[src/rtl/led_drv_defs.sv]
// Shared definitions for the LED shift-register driver: FSM state encoding and
// default timing parameters.
package led_drv_defs;

    typedef enum logic [1:0] {
        StIdle    = 2'd0,
        StShiftLo = 2'd1,
        StShiftHi = 2'd2,
        StLatch   = 2'd3
    } led_state_e;

    localparam int unsigned N_LED_DEFAULT       = 9;
    localparam int unsigned CLK_DIV_DEFAULT     = 4;
    localparam int unsigned REFRESH_CYC_DEFAULT = 1000000;

    // Number of clk cycles busy stays high for one frame.
    function automatic int unsigned frame_cycles(input int unsigned n_led,
                                                 input int unsigned clk_div);
        return 2 * clk_div * n_led + clk_div;
    endfunction

endpackage

[src/rtl/led_div_tick.sv]
// Phase timer: counts 0..CLK_DIV-1 and strobes tick on the last count of each phase.
module led_div_tick #(
    parameter int unsigned CLK_DIV = 4
) (
    input  logic clk,
    input  logic rst,
    input  logic clr,
    output logic tick
);

    localparam int unsigned CntW = (CLK_DIV > 1) ? $clog2(CLK_DIV) : 1;

    logic [CntW-1:0] cnt_q;
    logic [CntW-1:0] cnt_d;

    assign tick = (cnt_q == CntW'(CLK_DIV - 1));

    always_comb begin
        cnt_d = cnt_q + 1'b1;
        if (clr || tick) begin
            cnt_d = '0;
        end
    end

    always_ff @(posedge clk) begin
        if (rst) begin
            cnt_q <= '0;
        end else begin
            cnt_q <= cnt_d;
        end
    end

endmodule

[src/rtl/led_shift_reg_driver.sv]
// Serialises the LED level vector to a 74HC595-style chain, resending on change,
// on request, or after a refresh timeout.
module led_shift_reg_driver
    import led_drv_defs::*;
#(
    parameter int unsigned N_LED       = N_LED_DEFAULT,
    parameter int unsigned CLK_DIV     = CLK_DIV_DEFAULT,
    parameter int unsigned REFRESH_CYC = REFRESH_CYC_DEFAULT
) (
    input  logic             clk,
    input  logic             rst,
    input  logic [N_LED-1:0] led_in,
    input  logic             refresh_req,
    output logic             sr_data,
    output logic             sr_clk,
    output logic             sr_latch,
    output logic             sr_oe_n,
    output logic             busy,
    output logic             frame_done
);

    localparam int unsigned IdxW = (N_LED > 1) ? $clog2(N_LED) : 1;
    localparam int unsigned RefW = $clog2(REFRESH_CYC);

    led_state_e       state_q, state_d;
    logic [N_LED-1:0] snap_q, snap_d;
    logic [N_LED-1:0] last_q, last_d;
    logic [IdxW-1:0]  idx_q, idx_d;
    logic [RefW-1:0]  ref_q, ref_d;
    logic             sr_data_q, sr_data_d;
    logic             sr_clk_q, sr_clk_d;
    logic             sr_latch_q, sr_latch_d;
    logic             oe_n_q, oe_n_d;
    logic             busy_q, busy_d;
    logic             done_q, done_d;

    logic div_clr;
    logic div_tick;
    logic trigger;

    led_div_tick #(
        .CLK_DIV (CLK_DIV)
    ) u_div (
        .clk  (clk),
        .rst  (rst),
        .clr  (div_clr),
        .tick (div_tick)
    );

    assign trigger = refresh_req || (led_in != last_q) || (ref_q == RefW'(REFRESH_CYC - 1));

    always_comb begin
        state_d    = state_q;
        snap_d     = snap_q;
        last_d     = last_q;
        idx_d      = idx_q;
        ref_d      = ref_q;
        sr_data_d  = sr_data_q;
        sr_clk_d   = sr_clk_q;
        sr_latch_d = sr_latch_q;
        oe_n_d     = oe_n_q;
        busy_d     = busy_q;
        done_d     = 1'b0;
        div_clr    = 1'b0;

        unique case (state_q)
            StIdle: begin
                // Divider held at zero so the first low phase is a full CLK_DIV long.
                div_clr = 1'b1;
                if (trigger) begin
                    snap_d    = led_in;
                    last_d    = led_in;
                    idx_d     = IdxW'(N_LED - 1);
                    ref_d     = '0;
                    sr_data_d = led_in[N_LED-1];
                    sr_clk_d  = 1'b0;
                    busy_d    = 1'b1;
                    state_d   = StShiftLo;
                end else begin
                    ref_d = ref_q + 1'b1;
                end
            end
            StShiftLo: begin
                if (div_tick) begin
                    div_clr  = 1'b1;
                    sr_clk_d = 1'b1;
                    state_d  = StShiftHi;
                end
            end
            StShiftHi: begin
                if (div_tick) begin
                    div_clr  = 1'b1;
                    sr_clk_d = 1'b0;
                    if (idx_q == '0) begin
                        sr_data_d  = 1'b0;
                        sr_latch_d = 1'b1;
                        state_d    = StLatch;
                    end else begin
                        idx_d     = idx_q - 1'b1;
                        sr_data_d = snap_q[idx_q - 1'b1];
                        state_d   = StShiftLo;
                    end
                end
            end
            StLatch: begin
                if (div_tick) begin
                    div_clr    = 1'b1;
                    sr_latch_d = 1'b0;
                    busy_d     = 1'b0;
                    done_d     = 1'b1;
                    oe_n_d     = 1'b0;
                    state_d    = StIdle;
                end
            end
            default: begin
                state_d = StIdle;
            end
        endcase
    end

    always_ff @(posedge clk) begin
        if (rst) begin
            state_q    <= StIdle;
            snap_q     <= '0;
            last_q     <= '0;
            idx_q      <= '0;
            ref_q      <= '0;
            sr_data_q  <= 1'b0;
            sr_clk_q   <= 1'b0;
            sr_latch_q <= 1'b0;
            oe_n_q     <= 1'b1;
            busy_q     <= 1'b0;
            done_q     <= 1'b0;
        end else begin
            state_q    <= state_d;
            snap_q     <= snap_d;
            last_q     <= last_d;
            idx_q      <= idx_d;
            ref_q      <= ref_d;
            sr_data_q  <= sr_data_d;
            sr_clk_q   <= sr_clk_d;
            sr_latch_q <= sr_latch_d;
            oe_n_q     <= oe_n_d;
            busy_q     <= busy_d;
            done_q     <= done_d;
        end
    end

    assign sr_data    = sr_data_q;
    assign sr_clk     = sr_clk_q;
    assign sr_latch   = sr_latch_q;
    assign sr_oe_n    = oe_n_q;
    assign busy       = busy_q;
    assign frame_done = done_q;

endmodule

[config.mk]
export PLATFORM = sky130hd
export DESIGN_NAME = led_shift_reg_driver
export DESIGN_NICKNAME = d
export VERILOG_FILES = /design/src/rtl/led_drv_defs.sv /design/src/rtl/led_div_tick.sv /design/src/rtl/led_shift_reg_driver.sv
export SDC_FILE = /design/constraint.sdc
export NUM_CORES = 1
export LEC_CHECK = 0
export CAP_MARGIN = 15
export CORE_MARGIN = 2
export CORE_UTILIZATION = 55
export CTS_CLUSTER_SIZE = 24
export DETAILED_ROUTE_END_ITERATION = 7
export DONT_BUFFER_PORTS = 1
export HOLD_SLACK_MARGIN = 0.15
export PLACE_DENSITY = 0.7
export SLEW_MARGIN = 15
export SYNTH_ARGS = -nofsm -noshare
export SYNTH_HDL_FRONTEND = slang
export SYNTH_HIERARCHICAL = 1
export SYNTH_SLANG_ARGS = --single-unit
export TNS_END_PERCENT = 20
[constraint.sdc]
create_clock -name clk -period 5.3 [get_ports clk]
set_input_delay 1.06 -clock clk [delete_from_list [all_inputs] [get_ports clk]]
set_output_delay 1.06 -clock clk [all_outputs]
set_load 0.005 [all_outputs]
After elaboration in Yosys (flattened, before gate mapping)
Index checks and enable logic that the tools add are counted.
- flip-flop bits (word level): 43
- input port bits: 12
- output and inout port bits: 6
- word-level logic and storage cells: 76
- add/subtract/negate cells: 3
- $lt $le $gt $ge: 1
- eq/ne operators: 12
- mux-type cells: 28
- bitwise logic cells: 1
- reductions and logical operators: 20
- operators by type and width (kind ; number):
    adder 20 x 1 -> 20 bit, second input constant ; 1
    == test 20 bit, second input constant ; 1
    two-way mux 20 bit ; 1
    AND reduction 4 bit ; 4
    two-way mux 4 bit ; 3
    two-way mux 1 bit ; 11
    two-way mux 2 bit ; 5
    != test 9 bit ; 1
    case mux 1 bit (2 select lines) ; 4
    case mux 2 bit (4 select lines) ; 1
    case mux 4 bit (2 select lines) ; 1
    == test 2 bit, second input constant ; 3
    != test 2 x 1 -> 1 bit, second input constant ; 3
    != test 2 bit, second input constant ; 3
    AND reduction 3 bit ; 2
    nonzero test 2 bit ; 3
    less-than comparator 4 x 5 -> 1 bit, second input constant ; 1
    binary-select mux 1 bit (select 4 bit) ; 1
    zero test 4 bit ; 1
    AND reduction 2 bit ; 2
    OR reduction 2 bit ; 2
    subtractor 4 x 1 -> 4 bit, second input constant ; 1
    logical OR 1 bit ; 3
    case mux 1 bit (3 select lines) ; 1
    other kinds (6) ; 6

Depth between registers and ports, before layout
Gate-level depths: netlist (run 1).
- depth in word-level cells: 6
- mapped depth: 8
- depth with buffers taken out: 7

Hierarchy
Netlist (run 1), hierarchy kept.
- modules (own cells, without submodules) (module ; instances ; cells an instance ; area each (um^2) ; sequential area each (um^2)):
    led_shift_reg_driver ; 1 ; 244 ; 2162.1 ; 820.8
    led_div_tick ; 1 ; 5 ; 80.1 ; 40.0

Worst setup path before layout (run 1)
Ideal clock, no wire load.
- kind: input-to-reg
- start: input led_in[8]
- end: register ref_q[10]
- library setup time: 0.078 ns
- arrival time: 2.359 ns
- path slack: 2.863 ns
- cell stages on the path: 7
- buffers on the path: 2
- cell sequence: xnor2_1 -> nand4_1 -> nor4_2 -> a21boi_2 -> buf_6 -> buf_4 -> nor3_1
- longest elaborated chain between the ends: 4
- ends and longest elaborated chain (element ; line ; text):
    from (decl) ; led_shift_reg_driver.sv:12 ; input logic [N_LED-1:0] led_in,
    != test 9 bit ; led_shift_reg_driver.sv:50 ; assign trigger = refresh_req || (led_in != last_q) || (ref_q == RefW'(REFRESH_CYC - 1));
    logical OR 1 bit (2 in a row) ; led_shift_reg_driver.sv:50 ;
    two-way mux 20 bit ; led_shift_reg_driver.sv:70 ; if (trigger) begin
    to (signal assigned) ; led_shift_reg_driver.sv:139 ; ref_q <= ref_d;
    to (decl) ; led_shift_reg_driver.sv:29 ; logic [RefW-1:0] ref_q, ref_d;
No other way between the ends.
A chain may end at the register's enable or synchronous reset.

Final worst setup path (run 1)
- start: input led_in[8]
- end: register ref_q[5]
Same word-level chain as after synthesis.

==> flow_metrics.env, run 1 <==
export IMPL_outcome="complete, no violations"
export IMPL_die_h_um=67.9
export IMPL_grt_pass1_wl_um=7330
export IMPL_cts_tree="yes"
export IMPL_cts_sinks=43
export IMPL_netlist_instances=249
export IMPL_track_usage_pct=21.0
export IMPL_ctsResizeCount=0
export IMPL_num_rows=23
export IMPL_vdd_drop_max_v=0.000164
export IMPL_grt_max_degree=55
export IMPL_clock_fmax_ghz=0.430
export IMPL_rsz0062_at_grt="false"
export IMPL_crit_chain="xnor2_1, nand4_1, nor4_2, a21boi_2, buf_4, nor3_1"
export IMPL_clock_latency_ns=0.29
export IMPL_yosys_area_share_xor_xnor_pct=12.1
export IMPL_cp_top_family="simple AND/OR/NAND/NOR gates"
export IMPL_crit_type="primary input to flip-flop"
export IMPL_worstMarginPinSlew_ns=0.746
export IMPL_finalSetupViolations=0
export IMPL_synth_area_um2=2240
export IMPL_crit_arrival_ns=2.54
export IMPL_coreArea_um2=3970
export IMPL_relSlewSlack_pct=49.9
export IMPL_placed_cell_area_um2=2240
export IMPL_wl_per_cell_um=13.8
export IMPL_critPathBufInv=1
export IMPL_topRoutingLayerUsed="met4"
export IMPL_viasPerCell=5.77
export IMPL_synth_top_family_by_area="simple AND/OR/NAND/NOR gates"
export IMPL_crit_required_ns=5.51
export IMPL_clkTransAtPathRegs_ns=0.09
export IMPL_cp_start_kind="primary input"
export IMPL_h_tree_depth=2
export IMPL_synthMuxAreaShare_pct=6.03
export IMPL_slew_viol_final=0
export IMPL_min_period_over_period_pct=43.9
export IMPL_cts_root_buffer="clkbuf_8"
export IMPL_drv_cap=0
export IMPL_dp_final_hpwl_um=2760
export IMPL_synth_compound_area_share_pct=8.82
export IMPL_design_area_um2=2340
export IMPL_dieWidth_um=67.9
export IMPL_cts_setup_buffers=0
export IMPL_fin_crit_ns=2.33
export IMPL_diodes=0
export IMPL_final_cells=294
export IMPL_setup_tns_ns=0
export IMPL_ys_types=46
export IMPL_numCtsBuffers=5
export IMPL_start_util_pct=56.5
export IMPL_hold_viol=0
export IMPL_seq_area_frac_synth_pct=38.4
export IMPL_ys_warn_count=6
export IMPL_dr_wl_met3_um=202
export IMPL_crit_fanout=27
export IMPL_drt_initial_drc_count=119
export IMPL_ant_nets=0
export IMPL_synth_adder_area_share_pct=2.23
export IMPL_cpPeakStageDelay_ns=0.65
export IMPL_drive_above_1_share_pct=7.38
export IMPL_synthSimpleGateAreaFrac_pct=27.4
export IMPL_grt_antenna_before_repair=0
export IMPL_hold_class="flip-flop to flip-flop"
export IMPL_gp_congestion=0.822
export IMPL_syn_area_per_cell_um2=9.00
export IMPL_dieArea_um2=4600
export IMPL_cts_hold_fix_buffers=0
export IMPL_dp_cells=286
export IMPL_num_io_pins=18
export IMPL_firstDrtPassIters=4
export IMPL_fin_skew_ns=0.00980
export IMPL_max_clock_path_buffers=2
export IMPL_portBuffers=0
export IMPL_met1_length_um=1990
export IMPL_final_util_pct=58.8
export IMPL_vias=1695
export IMPL_power_density_nw_per_um2=256
export IMPL_gr_total_overflow=0
export IMPL_drcViolationCount=0
export IMPL_grt_pass1_vias=1592
export IMPL_synthesis_nets=265
export IMPL_finalNetCount=259
export IMPL_p_total_uw=598
export IMPL_met2_length_um=1820
export IMPL_total_leakage_power_uw=0.000730
export IMPL_cp_slowest_cell="nor4_2"
export IMPL_area_growth_pct=4.19
export IMPL_ys_seq_elements=43
export IMPL_wl_um=4050
export IMPL_cp_end_kind="flip-flop"
[cells by family after synthesis]
family | after synthesis
DFF | 43
buffers and inverters | 24
and+or+nand+nor | 105
xor gates and xnor gates | 31
adders and majority gates | 4
muxes | 11
AOI/OAI and AO/OA | 31
[flip-flops by register name (all words and copies together), names as in the netlist]
| signal | cells |
|---|---|
| busy | 1 |
| frame_done | 1 |
| idx_q | 4 |
| last_q | 9 |
| ref_q | 20 |
| sr_clk | 1 |
| sr_data | 1 |
| sr_latch | 1 |
| sr_oe_n | 1 |
| state_q | 2 |
| u_div/cnt_q | 2 |
[cells in the mapped netlist (all sizes together)]
master / number / share of area [%]
ha: 4 / 2.2
and4: 1 / 0.39
mux2i: 9 / 4.0
nand4: 9 / 2.8
buf: 3 / 1.5
xor2: 6 / 2.3
o31a: 1 / 0.39
clkbuf: 11 / 1.8
a21boi: 1 / 0.50
nor4: 7 / 2.8
nand3: 6 / 1.3
and2: 2 / 0.56
nand2: 14 / 2.3
nor2b: 2 / 0.56
or4: 1 / 0.33
nor3b: 2 / 0.67
or3: 1 / 0.28
a22oi: 1 / 0.33
nor2: 8 / 1.3
xnor2: 25 / 9.8
nor3: 26 / 5.8
dfxtp: 43 / 38
o41ai: 1 / 0.39
a21o: 1 / 0.33
or4b: 1 / 0.45
a311oi: 1 / 0.39
a211oi: 2 / 0.67
and3: 2 / 0.56
a32oi: 1 / 0.39
mux4: 2 / 2.0
o21ai: 4 / 0.89
nor4b: 2 / 1.1
o22ai: 1 / 0.28
o211ai: 1 / 0.33
inv: 10 / 1.7
a21oi: 14 / 3.1
or3b: 1 / 0.39
a2bb2oi: 1 / 0.39
a211o: 1 / 0.39
nand2b: 19 / 5.3
nor4bb: 1 / 0.45
[worst reg2reg max path, cell delays in order, from the launching register on]
cell,delay (ns)
dfxtp_1,0.34
or4b_1,0.57
nor4_2,0.26
nand4_2,0.25
a21boi_2,0.20
buf_4,0.34
mux2i_1,0.22
[final timing paths]
| check | startpoint | slack, ns | to | cells past startpoint |
|---|---|---|---|---|
| max | led_in[8] | 2.97 | ref_q[5] | 6 |
| min | u_div/cnt_q[0] | 0.44 | u_div/cnt_q[0] | 1 |
| max reg2reg | ref_q[8] | 3.05 | last_q[3] | 6 |
| min reg2reg | u_div/cnt_q[0] | 0.44 | u_div/cnt_q[0] | 1 |
[report_power, final]
| group | total (uW) | switching (uW) | leakage (uW) | internal (uW) |
|---|---|---|---|---|
| Clock | 220 | 114 | 0.0000474 | 106 |
| Combinational | 37.4 | 17.2 | 0.000332 | 20.2 |
| Sequential | 340 | 9.01 | 0.000350 | 331 |
| Total | 598 | 140 | 0.000730 | 458 |
[per-layer routing]
metal	up-vias	track usage [%]
met2	38	32.2
met5	-	0
met1	793	29.1
met3	4	5.59
li1	860	-
met4	0	6.00
[final cells by class]
type                       instances  area [um^2]
clock inverter                     2         16.3
clock buffer                       6         82.6
fill                             368         1640
sequential                        43          861
timing repair buffer               1         7.51
inverter                          10         37.5
multi-input combinational        182         1270
tap                               50         62.6
[cell usage in the layout (no fill, tap or decap), types with 2 or more instances in the layout]
cell and instances:
a21oi_1 14, nand3_1 6, xnor2_1 25, nor3_1 26, mux4_2 2, inv_1 10, and3_1 2, and2_1 2
nor4_1 4, nor4_2 3, nor2b_1 2, nand4_1 8, clkbuf_8 6, o21ai_0 4, nor3b_1 2, nand2_1 14
ha_1 4, mux2i_1 9, a211oi_1 2, nor2_1 8, xor2_1 6, dfxtp_1 43, nand2b_1 19
[stage by stage]
| step | worst slack, ns | hold slack [ns] |
|---|---|---|
| floorplan | 2.86 | 0.408 |
| global placement | 2.70 | 0.422 |
| detailed placement | 2.63 | 0.423 |
| CTS | 2.94 | 0.435 |
| global route | 2.70 | 0.453 |
| finish | 2.97 | 0.435 |
Power figures use the tool's default switching activity.
==> run 2, diff against run 1 <==
PLACE_DENSITY = 0.73   (was 0.7)
clock period = 2.1 ns   (was 5.3 ns; I/O delays follow)
==> run 2 against run 1 <==
Sequential share of layout area shrank 1.4 points. Clock-buffer cell count shrank 1. Setup slack lost 2.8 ns. Routed wire length grew 9.6%. Hold slack lost 0.25 ns. Sequential power grew to 2.5 times the previous value. Clock power grew 140%. Sequential cell count is the same. Final cell count grew 3.7%. Die area is the same. Clock skew shrank 0.0023 ns. Critical path depth is the same. Largest cell class unchanged.
==> flow_metrics.env, run 2 (synthesized netlist as in run 1, its figures left out) <==
export IMPL_p_total_uw=1480
export IMPL_p_sw_share_pct=24.1
export IMPL_wl_per_cell_um=14.5
export IMPL_portBuffers=0
export IMPL_cts_sinks=43
export IMPL_ant_nets=0
export IMPL_clkTransAtPathRegs_ns=0.08
export IMPL_cts_hold_fix_buffers=0
export IMPL_vdd_drop_max_v=0.000425
export IMPL_crit_required_ns=2.33
export IMPL_grt_antenna_before_repair=0
export IMPL_total_leakage_power_uw=0.000783
export IMPL_hold_class="primary input to flip-flop"
export IMPL_clkPwrFrac_pct=34.9
export IMPL_dp_final_hpwl_um=3130
export IMPL_min_from="rst"
export IMPL_internal_power_uw=1130
export IMPL_drcViolationCount=0
export IMPL_max_clock_path_buffers=2
export IMPL_cts_root_buffer="clkbuf_8"
export IMPL_num_rows=23
export IMPL_area_growth_pct=8.26
export IMPL_wl_um=4440
export IMPL_gr_total_overflow=0
export IMPL_drt_initial_drc_count=177
export IMPL_hold_depth=1
export IMPL_dp_cells=297
export IMPL_crit_fanout=5
export IMPL_reg2reg_slack_ns=0.13
export IMPL_crit_arrival_ns=2.20
export IMPL_drv_cap=0
export IMPL_vias=1736
export IMPL_fin_skew_ns=0.00752
export IMPL_setup_tns_ns=0
export IMPL_diodes=0
export IMPL_numCtsBuffers=5
export IMPL_hold_viol=0
export IMPL_reg_largest_list="ref_q (20), last_q (9), idx_q (4)"
export IMPL_combPwrFrac_pct=7.3
export IMPL_crit_chain="or4b_1, nor4_2, nand4_2, a21boi_2, buf_4, mux2i_1"
export IMPL_finalNetCount=270
export IMPL_pwr_share_seq_pct=57.7
export IMPL_place_ws_ns=0.159
export IMPL_power_density_nw_per_um2=611
export IMPL_cts_setup_buffers=0
export IMPL_crit_type="flip-flop to flip-flop"
export IMPL_finalSetupViolations=0
export IMPL_track_usage_pct=21.7
export IMPL_grt_pass1_wl_um=7510
export IMPL_outcome="complete, no violations"
export IMPL_fin_crit_ns=1.97
export IMPL_final_cells=305
export IMPL_largest_register="ref_q"
export IMPL_die_h_um=67.9
export IMPL_cts_tree="yes"
export IMPL_start_util_pct=56.5
export IMPL_gp_congestion=0.895
export IMPL_grt_max_degree=55
export IMPL_relSlewSlack_pct=60.0
export IMPL_clock_latency_ns=0.29
export IMPL_cpPeakStageDelay_ns=0.54
export IMPL_cp_end_kind="flip-flop"
export IMPL_slew_viol_final=0
export IMPL_grt_pass1_vias=1554
export IMPL_largest_register_ffs=20
export IMPL_reg2reg_from="ref_q[8]"
export IMPL_power_switching_uw=357
export IMPL_final_cell_mix="dfxtp_1 (43), nor3_1 (26), xnor2_1 (25)"
export IMPL_rsz0062_at_grt="false"
export IMPL_h_tree_depth=2
export IMPL_num_io_pins=18
export IMPL_rr_endpoint="last_q[7]"
export IMPL_min_period_over_period_pct=93.8
export IMPL_firstDrtPassIters=4
export IMPL_clock_fmax_ghz=0.508
export IMPL_cp_slowest_cell="or4b_1"
export IMPL_cp_start_kind="flip-flop"
export IMPL_r2r_cells=6
export IMPL_hold_ws_ns=0.183
export IMPL_final_common_cell="dfxtp_1"
export IMPL_dieWidth_um=67.9
export IMPL_setup_ws_ns=0.130
export IMPL_worstMarginPinSlew_ns=0.599
export IMPL_coreArea_um2=3970
export IMPL_viasPerCell=5.69
export IMPL_drive_above_1_share_pct=11.8
export IMPL_dieArea_um2=4600
export IMPL_holdPathEnd="idx_q[2]"
[run 2: cell count changes in the layout (fill, tap and decap cells not counted), sizes merged]
| cell | before | now |
|---|---|---|
| clkbuf | 6 | 5 |
| buf | 1 | 12 |
| clkinvlp | 1 | 2 |
[run 2: layout make-up]
class	count	area (um^2)
Inverter	10	37.5
Timing Repair Buffer	12	103
Clock inverter	3	20.0
Multi-Input combinational cell	182	1270
Sequential cell	43	861
Clock buffer	5	68.8
Fill cell	355	1540
Tap cell	50	62.6
[run 2: how the worst max path moves through the flow]
| stage | from | to | slack, ns | depth (start not counted) |
|---|---|---|---|---|
| 2_1_floorplan | ref_q[8] | last_q[2] | 0.14 | 7 |
| 3_3_place_gp | ref_q[8] | last_q[1] | 0.18 | 6 |
| 3_5_place_dp | ref_q[8] | last_q[7] | 0.16 | 6 |
| 4_1_cts | ref_q[0] | ref_q[18] | 0.05 | 6 |
| 5_1_grt | ref_q[8] | last_q[0] | 0.006 | 6 |
| 6_report | ref_q[8] | last_q[7] | 0.13 | 6 |
[run 2: per-layer routing]
layer / track usage, % / vias up / share of wire [%]
met5: 0 / - / 0
met4: 7.00 / 0 / 1.1
met3: 6.25 / 7 / 5.9
met2: 33.3 / 40 / 45
met1: 29.5 / 798 / 48
li1: - / 891 / -
[run 2: what timing repair did]
item,4_1_cts,5_1_grt
endpoints found under the hold margin,0,0
resized for setup,0,1
setup endpoints to repair,0,1
[run 2: critical path: cells and delay by family, from the launching register on]
family | cells | cell delay [ns]
AOI/OAI and AO/OA | 1 | 0.25
and+or+nand+nor | 3 | 0.94
buffers and inverters | 1 | 0.19
muxes | 1 | 0.18
DFF | 1 | 0.34
[run 2: power by group through the flow]
stage                     clock network (uW)  registers (uW)  logic, uW
final                                    518             857        109
after global routing                     567             861        120
after CTS                                532             856        109
after detailed placement                   0             875        109
after global placement                     0             874        106
after floorplan                            0             869        101
[run 2: metrics by stage]
stage | util [%] | area [um^2]
CTS | 61.0 | 2420
global placement | 58.7 | 2330
floorplan | - | 2240
detailed placement | 58.7 | 2330
finish | 61.1 | 2430
global route | 61.1 | 2430
